File: src/rtl/serial_in_parallel_out_dynamic.sv
// Serial-to-parallel packet assembler with per-packet length (1..max_els_p words).
// Words are collected into element registers and presented together on data_o until the consumer takes them.
module serial_in_parallel_out_dynamic #(
    parameter int unsigned width_p       = 64,
    parameter int unsigned max_els_p     = 8,
    localparam int unsigned lg_max_els_lp = (max_els_p > 1) ? $clog2(max_els_p) : 1
) (
    input  logic                           clk_i,
    input  logic                           reset_i,
    input  logic                           v_i,
    input  logic [width_p-1:0]             data_i,
    input  logic [lg_max_els_lp-1:0]       len_i,
    output logic                           ready_o,
    output logic                           len_ready_o,
    output logic                           v_o,
    output logic [max_els_p*width_p-1:0]   data_o,
    input  logic                           yumi_i
);

    typedef enum logic {
        COLLECT = 1'b0,
        FULL    = 1'b1
    } state_e;

    state_e                               state_q;
    state_e                               state_d;
    logic [lg_max_els_lp-1:0]             cnt_q;
    logic [lg_max_els_lp-1:0]             len_q;
    logic                                 len_v_q;
    logic [lg_max_els_lp-1:0]             len_sat;
    logic [lg_max_els_lp-1:0]             cur_len;
    logic                                 accept;
    logic                                 last_word;
    logic [max_els_p-1:0][width_p-1:0]    els_q;

    // Clamp the requested length so the counter never walks past the last element
    always_comb begin
        len_sat = len_i;
        if (32'(len_i) > (max_els_p - 1)) begin
            len_sat = lg_max_els_lp'(max_els_p - 1);
        end
    end

    // The first word of a packet uses the live length; later words use the latched one
    assign cur_len   = (len_v_q && (cnt_q != '0)) ? len_q : len_sat;
    assign accept    = v_i & ready_o;
    assign last_word = accept && (cnt_q == cur_len);

    always_ff @(posedge clk_i or posedge reset_i) begin
        if (reset_i) begin
            state_q <= COLLECT;
        end else begin
            state_q <= state_d;
        end
    end

    always_comb begin
        state_d = state_q;
        case (state_q)
            COLLECT: if (last_word) state_d = FULL;
            FULL:    if (yumi_i)    state_d = COLLECT;
            default:                state_d = COLLECT;
        endcase
    end

    always_comb begin
        ready_o     = 1'b0;
        v_o         = 1'b0;
        len_ready_o = 1'b0;
        case (state_q)
            COLLECT: begin
                ready_o     = 1'b1;
                len_ready_o = (cnt_q == '0);
            end
            FULL:    v_o = 1'b1;
            default: ;
        endcase
    end

    // Word counter and one-entry length FIFO
    always_ff @(posedge clk_i or posedge reset_i) begin
        if (reset_i) begin
            cnt_q   <= '0;
            len_q   <= '0;
            len_v_q <= 1'b0;
        end else begin
            if (accept) begin
                cnt_q <= last_word ? '0 : cnt_q + lg_max_els_lp'(1);
                if (cnt_q == '0) begin
                    len_q   <= len_sat;
                    len_v_q <= 1'b1;
                end
            end
            if ((state_q == FULL) && yumi_i) begin
                len_v_q <= 1'b0;
            end
        end
    end

    // Element registers; elements beyond the packet length keep their old contents
    always_ff @(posedge clk_i or posedge reset_i) begin
        if (reset_i) begin
            els_q <= '0;
        end else begin
            for (int unsigned k = 0; k < max_els_p; k++) begin
                if (accept && (cnt_q == lg_max_els_lp'(k))) begin
                    els_q[k] <= data_i;
                end
            end
        end
    end

    assign data_o = els_q;

endmodule

File: config.mk
export PLATFORM = sky130hd
export DESIGN_NAME = serial_in_parallel_out_dynamic
export DESIGN_NICKNAME = d
export VERILOG_FILES = /design/src/rtl/serial_in_parallel_out_dynamic.sv
export SDC_FILE = /design/constraint.sdc
export NUM_CORES = 1
export LEC_CHECK = 0
export BUFFER_PORTS_ARGS = -buffer_cell sky130_fd_sc_hd__buf_2
export CAP_MARGIN = 20
export CORE_AREA = 10 10 218 220
export DETAILED_ROUTE_END_ITERATION = 6
export DIE_AREA = 0 0 228 230
export HOLD_SLACK_MARGIN = 0.06
export PLACE_DENSITY = 0.72
export SLEW_MARGIN = 40
export SYNTH_ARGS = -nofsm -noshare
export SYNTH_HDL_FRONTEND = slang
export SYNTH_SLANG_ARGS = --single-unit
File: constraint.sdc
create_clock -name clk_i -period 17.5 [get_ports clk_i]
set_input_delay 1.75 -clock clk_i [delete_from_list [all_inputs] [get_ports clk_i]]
set_output_delay 1.75 -clock clk_i [all_outputs]
set_load 0.05 [all_outputs]
---- Word level (Yosys, flattened, before mapping) ----
Index checks and enable logic that the tools add are counted.
storage, ports and cells
  word-level logic and storage cells ...... 51
  output and inout port bits .............. 515
  bits of input ports ..................... 71
  register bits after elaboration ......... 520
operators by class
  bitwise operators ....................... 2
  add/sub/neg operators ................... 1
  reductions and logical operators ........ 17
  mux-type cells .......................... 11
  equal/unequal tests ..................... 8
operators by type and width
  operator               count
  $eq A3 B3 Y1 const B   4
  $logic_and A1 B1 Y1    11
  $mux W1                8
  $eq A3 B2 Y1 const B   2
  $mux W3                2
  $reduce_and A2 Y1      2
  $reduce_bool A2 Y1     2
  $add A3 B1 Y3 const B  1
  $eq A3 B1 Y1 const B   1
  $eq A3 B3 Y1           1
  $logic_not A3 Y1       1
  $reduce_bool A3 Y1     1
  $pmux W1 S2            1
  $and A1 B1 Y1          1
  $not A1 Y1             1

---- Depth between registers and ports, before layout ----
Gate-level depths: netlist of run 1.
  depth after elaboration ................. 7
  mapped depth ............................ 8

---- Worst setup path after synthesis of run 1 ----
Ideal clock, no wire load.
  path type ............................... reg-to-output
  from .................................... register cnt_q[0]
  to ...................................... output len_ready_o
  path slack .............................. 14.183 ns
  arrival ................................. 1.567 ns
  data required time ...................... 15.750 ns
  stages on the path, launching flop included .. 5
  path through ............................ dfrtp_1 -> inv_1 -> ha_1 -> nand2b_1 -> nor2_1
on the way
  cells in the longest elaborated chain, start to end .. 2
RTL lines
  element                   line  RTL
  start: declaration        27    logic [lg_max_els_lp-1:0] cnt_q;
  start signal: assignment  88    cnt_q <= last_word ? '0 : cnt_q + lg_max_els_lp'(1);
  $logic_not A3 Y1          73    len_ready_o = (cnt_q == '0);
  $mux W1                   70    case (state_q)
  end: declaration          14    output logic len_ready_o,
Every way passes these cells.

---- Final worst setup path of run 1 ----
Same ends and word-level chain as after synthesis.

==> metrics.md, run 1 <==
| Metric | Value |
|---|---|
| Dpl ws | between 10 and 15 ns |
| Synth area leader | dfrtp_1 |
| CP required | approximately 16 ns |
| Worst path arrival time | around 2.1 ns |
| Cell Rows | 76 |
| Skew final | 0.0235 ns |
| I/O Buffers | 585 |
| Core Region | about 43000 sq um |
| First-pass GRT wire length | between 80000 and 90000 um |
| RD Place Congestion | 0.780 |
| Ports | 586 |
| Cell with the most instances after synthesis | dfrtp_1 |
| HPWL after DPL | between 40000 and 50000 um |
| Largest net degree at the start of global routing | 150 |
| Fin nets | approximately 1800 |
| Final worst slack | 13.67 ns |
| TritonCTS clock tree | done |
| Period Utilization, post-route | 0.219 |
| Number of setup violations in the final report | 0 |
| Layout area overhead | 25.3% |
| R2R depth | 4 |
| Bufs and invs on worst path | 2 |
| Fmax | 261 MHz |
| Clock Pin Slew Worst Setup and Hold Paths | 0.06 ns |
| Initial antenna violation count | 4 |
| Number of global-route vias before repair | between 10000 and 15000 |
| CTS hold repair buffers | 0 |
| Top cells by area, synth | dfrtp_1, mux2_2, buf_6 |
| Final Cell Area | 24800 sq um |
| Post-synthesis cell count | between 1000 and 1500 |
| Number of synthesized flops with an enable pin | 0 |
| Initial DRC Count | approximately 730 |
| CP max stage delay | ~0.47 ns |
| CTS H-tree depth | 2 |
| Commonest cells post-synth | dfrtp_1, mux2_2, buf_6 |
| Clk buf depth | 3 |
| Setup crit start kind | flip-flop |
| DIE WIDTH | 228 um |
| Netlist cell types | 33 |
| RSZ-0062 raised after global routing | no |
| Antenna Nets Post-Route | 0 |
| Top cell type's share of synthesized area | 0.657 |
| Total negative slack | 0 ns |
| Final Max Slew Viols | 0 |
| Relative slew slack | 0.440 |
| Syn Std Cell Area | approximately 20000 sq um |
| Placed instance area | between 20000 and 25000 sq um |
| Critical path class | flip-flop to primary output |
| Number of remaining DRC errors | 0 |
| CP max FO | 6 |
| Hold Vio Cnt, Final | 0 |
| Syn Area/Cell | about 17 sq um |
| Outcome | completed |
| Die ar. | 52400 sq um |
| YS warnings | 0 |
| Register bit total from synthesis | 520 |
| Layout cells sized above 1 | 0.676 |
| Vias | roughly 12000 |
| Async SR Flop Fraction | 1.00 |
| Post_cts resized | 0 |
| Final wirelength | ~60000 um |
| Hold Path Depth | 1 |
| Clk root buf | clkbuf_16 |
| Clk_lat worst skew | 0.59 ns |
| CP cell instances | inv_1, ha_1, nand2b_1, nor2_1, buf_2 |
| Total track usage | 0.221 |
| Congestion Overflow GR | 0 |
| Max Cap Viol | 0 |
| DIE HEIGHT | around 230 um |
| Crit path capture type | primary output |
| DRT Pass-1 Iters | 4 |
| CP max stage cell | dfrtp_1 |
| Slew @ Worst Pin | 0.840 ns |
| Via-to-Cell Ratio | ~5.2 |
| Min Tclk post-route | approximately 3.8 ns |
| Top FF cell, synth | dfrtp_1 |
| Post-synthesis sequential area ratio | 0.657 |
| Worst Hold Class | flip-flop to flip-flop |
| Top Family by Delay on Critical Path | flip-flops |
| Clk sinks | 520 |
| Post-CTS setup buffers | 0 |
| Stages on the worst setup path | 5 |
| Post-Syn Nets | 1218 |
| Wire length per cell | 25.3 um |
| Initial Util | 0.462 |
| CTS buffer count | between 50 and 60 |
flip-flops by register name (all words and copies together) (netlist names):
signal / flops
len_v_q: 1
len_q: 3
cnt_q: 3
data_o: 512
state_q: 1
final timing paths:
check	start	to	slack, ns
min in group asynchronous	reset_i	data_o[510]	1.29
max in group asynchronous	reset_i	data_o[310]	13.71
min reg2reg	data_o[178]	data_o[178]	0.50
min	data_o[178]	data_o[178]	0.50
max	cnt_q[0]	len_ready_o	13.67
max reg2reg	state_q	data_o[43]	14.67
layout by cell type, fill, tap and decap left out, drive strengths merged:
master / count
buf: 598
dfrtp: 520
mux2: 514
clkbuf: 78
inv: 10
clkinv: 9
ha: 6
nand3: 5
nand2: 5
diode: 4
and3: 4
nand2b: 3
xor2: 3
a21oi: 3
a31oi: 3
bufinv: 3
o21ai: 3
nor2: 2
xnor2: 2
nor2b: 1
o22a: 1
o211ai: 1
o21a: 1
a32o: 1
a21o: 1
o32ai: 1
clkinvlp: 1
per-layer routing:
metal / vias up / wire length [um] / track usage
met5: - / 10 / 0
met4: 2 / 1420 / 0.0717
met3: 72 / 5810 / 0.0863
met2: 486 / 28800 / 0.360
met1: 6467 / 23800 / 0.264
li1: 5254 / - / -
layout make-up:
| cell class | instances | area [sq um] |
|---|---|---|
| Fill cell | 3366 | 18100 |
| Sequential cell | 520 | 13000 |
| Multi-Input combinational cell | 560 | 6220 |
| Timing Repair Buffer | 598 | 3060 |
| Clock buffer | 78 | 1570 |
| Tap cell | 585 | 732 |
| Clock inverter | 16 | 169 |
| Inverter | 7 | 38.8 |
| Antenna cell | 4 | 10.0 |
cells by family (layout without fill, tap and decap cells):
group                      after synthesis  count (layout)  share of synthesized area
and+or+nand+nor                         20              20                    0.00739
xor gates and xnor gates                 5               5                    0.00221
other                                    0               4                          0
buffers and inverters                   61             699                     0.0298
DFF                                    520             520                      0.657
muxes                                  514             514                      0.294
AOI/OAI and AO/OA                       15              15                    0.00499
adders and majority gates                6               6                    0.00379
stage by stage:
step | hold WS, ns | util | std cells
finish | 0.499 | 0.579 | 2368
CTS | 0.500 | 0.578 | 2364
global route | 0.507 | 0.578 | 2365
detailed placement | 0.486 | 0.538 | 2270
global placement | 0.469 | 0.537 | 2270
floorplan | 0.495 | - | 1141
Power of run 1 is left out: the tool's default activity adds up to more than one toggle a clock period on the data nets, which glitch-free logic cannot reach.
==> run 2, diff against run 1 <==
CORE_AREA = not set   (was 10 10 218 220)
CORE_MARGIN = 10   (was not set)
CORE_UTILIZATION = 47   (was not set)
DIE_AREA = not set   (was 0 0 228 230)
PLACE_DENSITY = 0.77   (was 0.72)
clock period = 3.13 ns   (was 17.5 ns; I/O delays follow)
==> run 2 against run 1 <==
Net effect:
- die area is 3.3% lower
- design area rose by 0.80%
- register-to-register slack worse by 14 ns
- via count increased by 1.1%
- sequential share of layout area decreased by 0.42 points
- first-iteration DRC count down 15%
- core utilization is 2.0 points higher
- routed wire length down 1.5%
==> metrics.md, run 2 (synthesized netlist as in run 1, its figures left out) <==
| Metric | Value |
|---|---|
| Most frequent cells in the layout | buf_2, dfrtp_1, mux2_2 (unchanged) |
| Wire length per cell | 25.1 um (was 25.3 um) |
| Layout cells sized above 1 | 0.673 (was 0.676) |
| Final Max Slew Viols | 0 (unchanged) |
| RD Place Congestion | 0.848 (was 0.780) |
| Ports | 586 (unchanged) |
| Slew @ Worst Pin | 0.730 ns (was 0.840 ns) |
| Clk buf depth | 3 (unchanged) |
| Crit path capture type | primary output (unchanged) |
| Final wirelength | 58900 um (was 59800 um) |
| Number of global-route vias before repair | 13501 (was 13290) |
| Max Cap Viol | 0 (unchanged) |
| DIE WIDTH | 225 um (was 228 um) |
| Hold Vio Cnt, Final | 0 (unchanged) |
| Relative slew slack | 0.513 (was 0.440) |
| Clk root buf | clkbuf_16 (unchanged) |
| I/O Buffers | 585 (unchanged) |
| CP max FO | 6 (unchanged) |
| Clk sinks | 520 (unchanged) |
| Critical path class | flip-flop to primary output (unchanged) |
| TritonCTS clock tree | done (unchanged) |
| Non-filler cells, final | 2346 (was 2368) |
| Worst Hold Class | primary input to flip-flop (was flip-flop to flip-flop) |
| Antenna Nets Post-Route | 0 (unchanged) |
| FILL cells | 3154 (was 3366) |
| Initial DRC Count | 625 (was 733) |
| RSZ-0062 raised after global routing | no (unchanged) |
| Vias | 12411 (was 12281) |
| DRT Pass-1 Iters | 4 (unchanged) |
| Congestion Overflow GR | 0 (unchanged) |
| Number of setup violations in the final report | 0 (unchanged) |
| Period Utilization, post-route | 0.750 |
| Die ar. | 50700 sq um (was 52400 sq um) |
| Min Tclk post-route | 2.35 ns |
| Outcome | completed (unchanged) |
| Combined area of the multi-input logic cells | 6220 sq um (unchanged) |
| Largest net degree at the start of global routing | 77 (was 150) |
| Fin nets | 1843 (was 1816) |
| Setup crit start kind | flip-flop (unchanged) |
| Worst path arrival time | 2.03 ns (was 2.08 ns) |
| Post-CTS setup buffers | 0 (unchanged) |
| First-pass GRT wire length | 86600 um (was 88800 um) |
| Cell Rows | 75 (was 76) |
| CTS H-tree depth | 2 (unchanged) |
| Core Region | 41800 sq um (was 42900 sq um) |
| Layout area overhead | 26.3% (was 25.3%) |
| Clock Pin Slew Worst Setup and Hold Paths | 0.06 ns (about the same) |
| HPWL after DPL | 41900 um (was 41800 um) |
| Skew final | 0.00766 ns (was 0.0235 ns) |
| Total placed cells including tap cells | 2239 (was 2270) |
| Number of remaining DRC errors | 0 (unchanged) |
| DIE HEIGHT | 225 um (was 230 um) |
| Total track usage | 0.225 (was 0.221) |
| Initial Util | 0.474 (was 0.462) |
| Commonest non-fill, non-tap cell in the layout | buf_2 (unchanged) |
| Initial antenna violation count | 1 (was 4) |
| Via-to-Cell Ratio | 5.29 (was 5.19) |
| CP required | 2.82 ns (was 15.75 ns) |
| Clk_lat worst skew | 0.57 ns (was 0.59 ns) |
| Fmax | between 400 and 500 MHz |
| Seq. cell area | 13000 sq um (unchanged) |
| CTS buffer count | 52 (unchanged) |
| Max reg flops | 512 (unchanged) |
-- run 2: area by class of cell --
class / count / share of cell area
flip-flops and latches: 520 / 0.520
multi-input cells: 560 / 0.249
clock inverters: 14 / 0.00510
well taps: 539 / 0.0270
repair buffers: 625 / 0.135
inverters: 7 / 0.00120
diodes: 2 / 0.000200
clock buffers: 79 / 0.0621
-- run 2: timing repair --
item	CTS	global route
gates resized for setup	0	0
hold buffers	12	0
hold endpoints to repair	58	0
-- run 2: stage by stage --
step	hold slack (ns)	worst slack [ns]	area [sq um]	setup TNS, ns	util
after floorplan	0.430	-4.25	19800	-2208.56	-
after CTS	0.0610	0.742	25000	0	0.599
after global placement	0.473	0.849	23200	0	0.555
after detailed placement	0.480	0.783	23200	0	0.556
final	0.100	0.782	25000	0	0.599
after global routing	0.0811	0.685	25000	0	0.599
-- run 2: critical path, cell delays in order, from the launching register on --
cell	delay (ns)
dfrtp_1	0.47
inv_1	0.15
ha_1	0.27
nand2b_1	0.16
nor2_1	0.12
buf_2	0.29
-- run 2: worst paths after layout --
path	slack [ns]	from	depth (start not counted)	end
max in group asynchronous	1.90	reset_i	5	data_o[337]
max reg2reg	0.81	state_q	4	data_o[149]
min in group asynchronous	0.60	reset_i	4	data_o[263]
min reg2reg	0.49	data_o[399]	1	data_o[399]
min	0.10	data_i[15]	2	data_o[399]
max	0.78	cnt_q[0]	5	len_ready_o
-- run 2: routing by layer --
metal / track usage / routed length (um) / part of all wire
met5: 0 / 0 / 0
met4: 0.0828 / 1770 / 0.030
met3: 0.0704 / 5130 / 0.087
met2: 0.373 / 28800 / 0.49
met1: 0.271 / 23200 / 0.39
Power of run 2 is left out for the same reason.
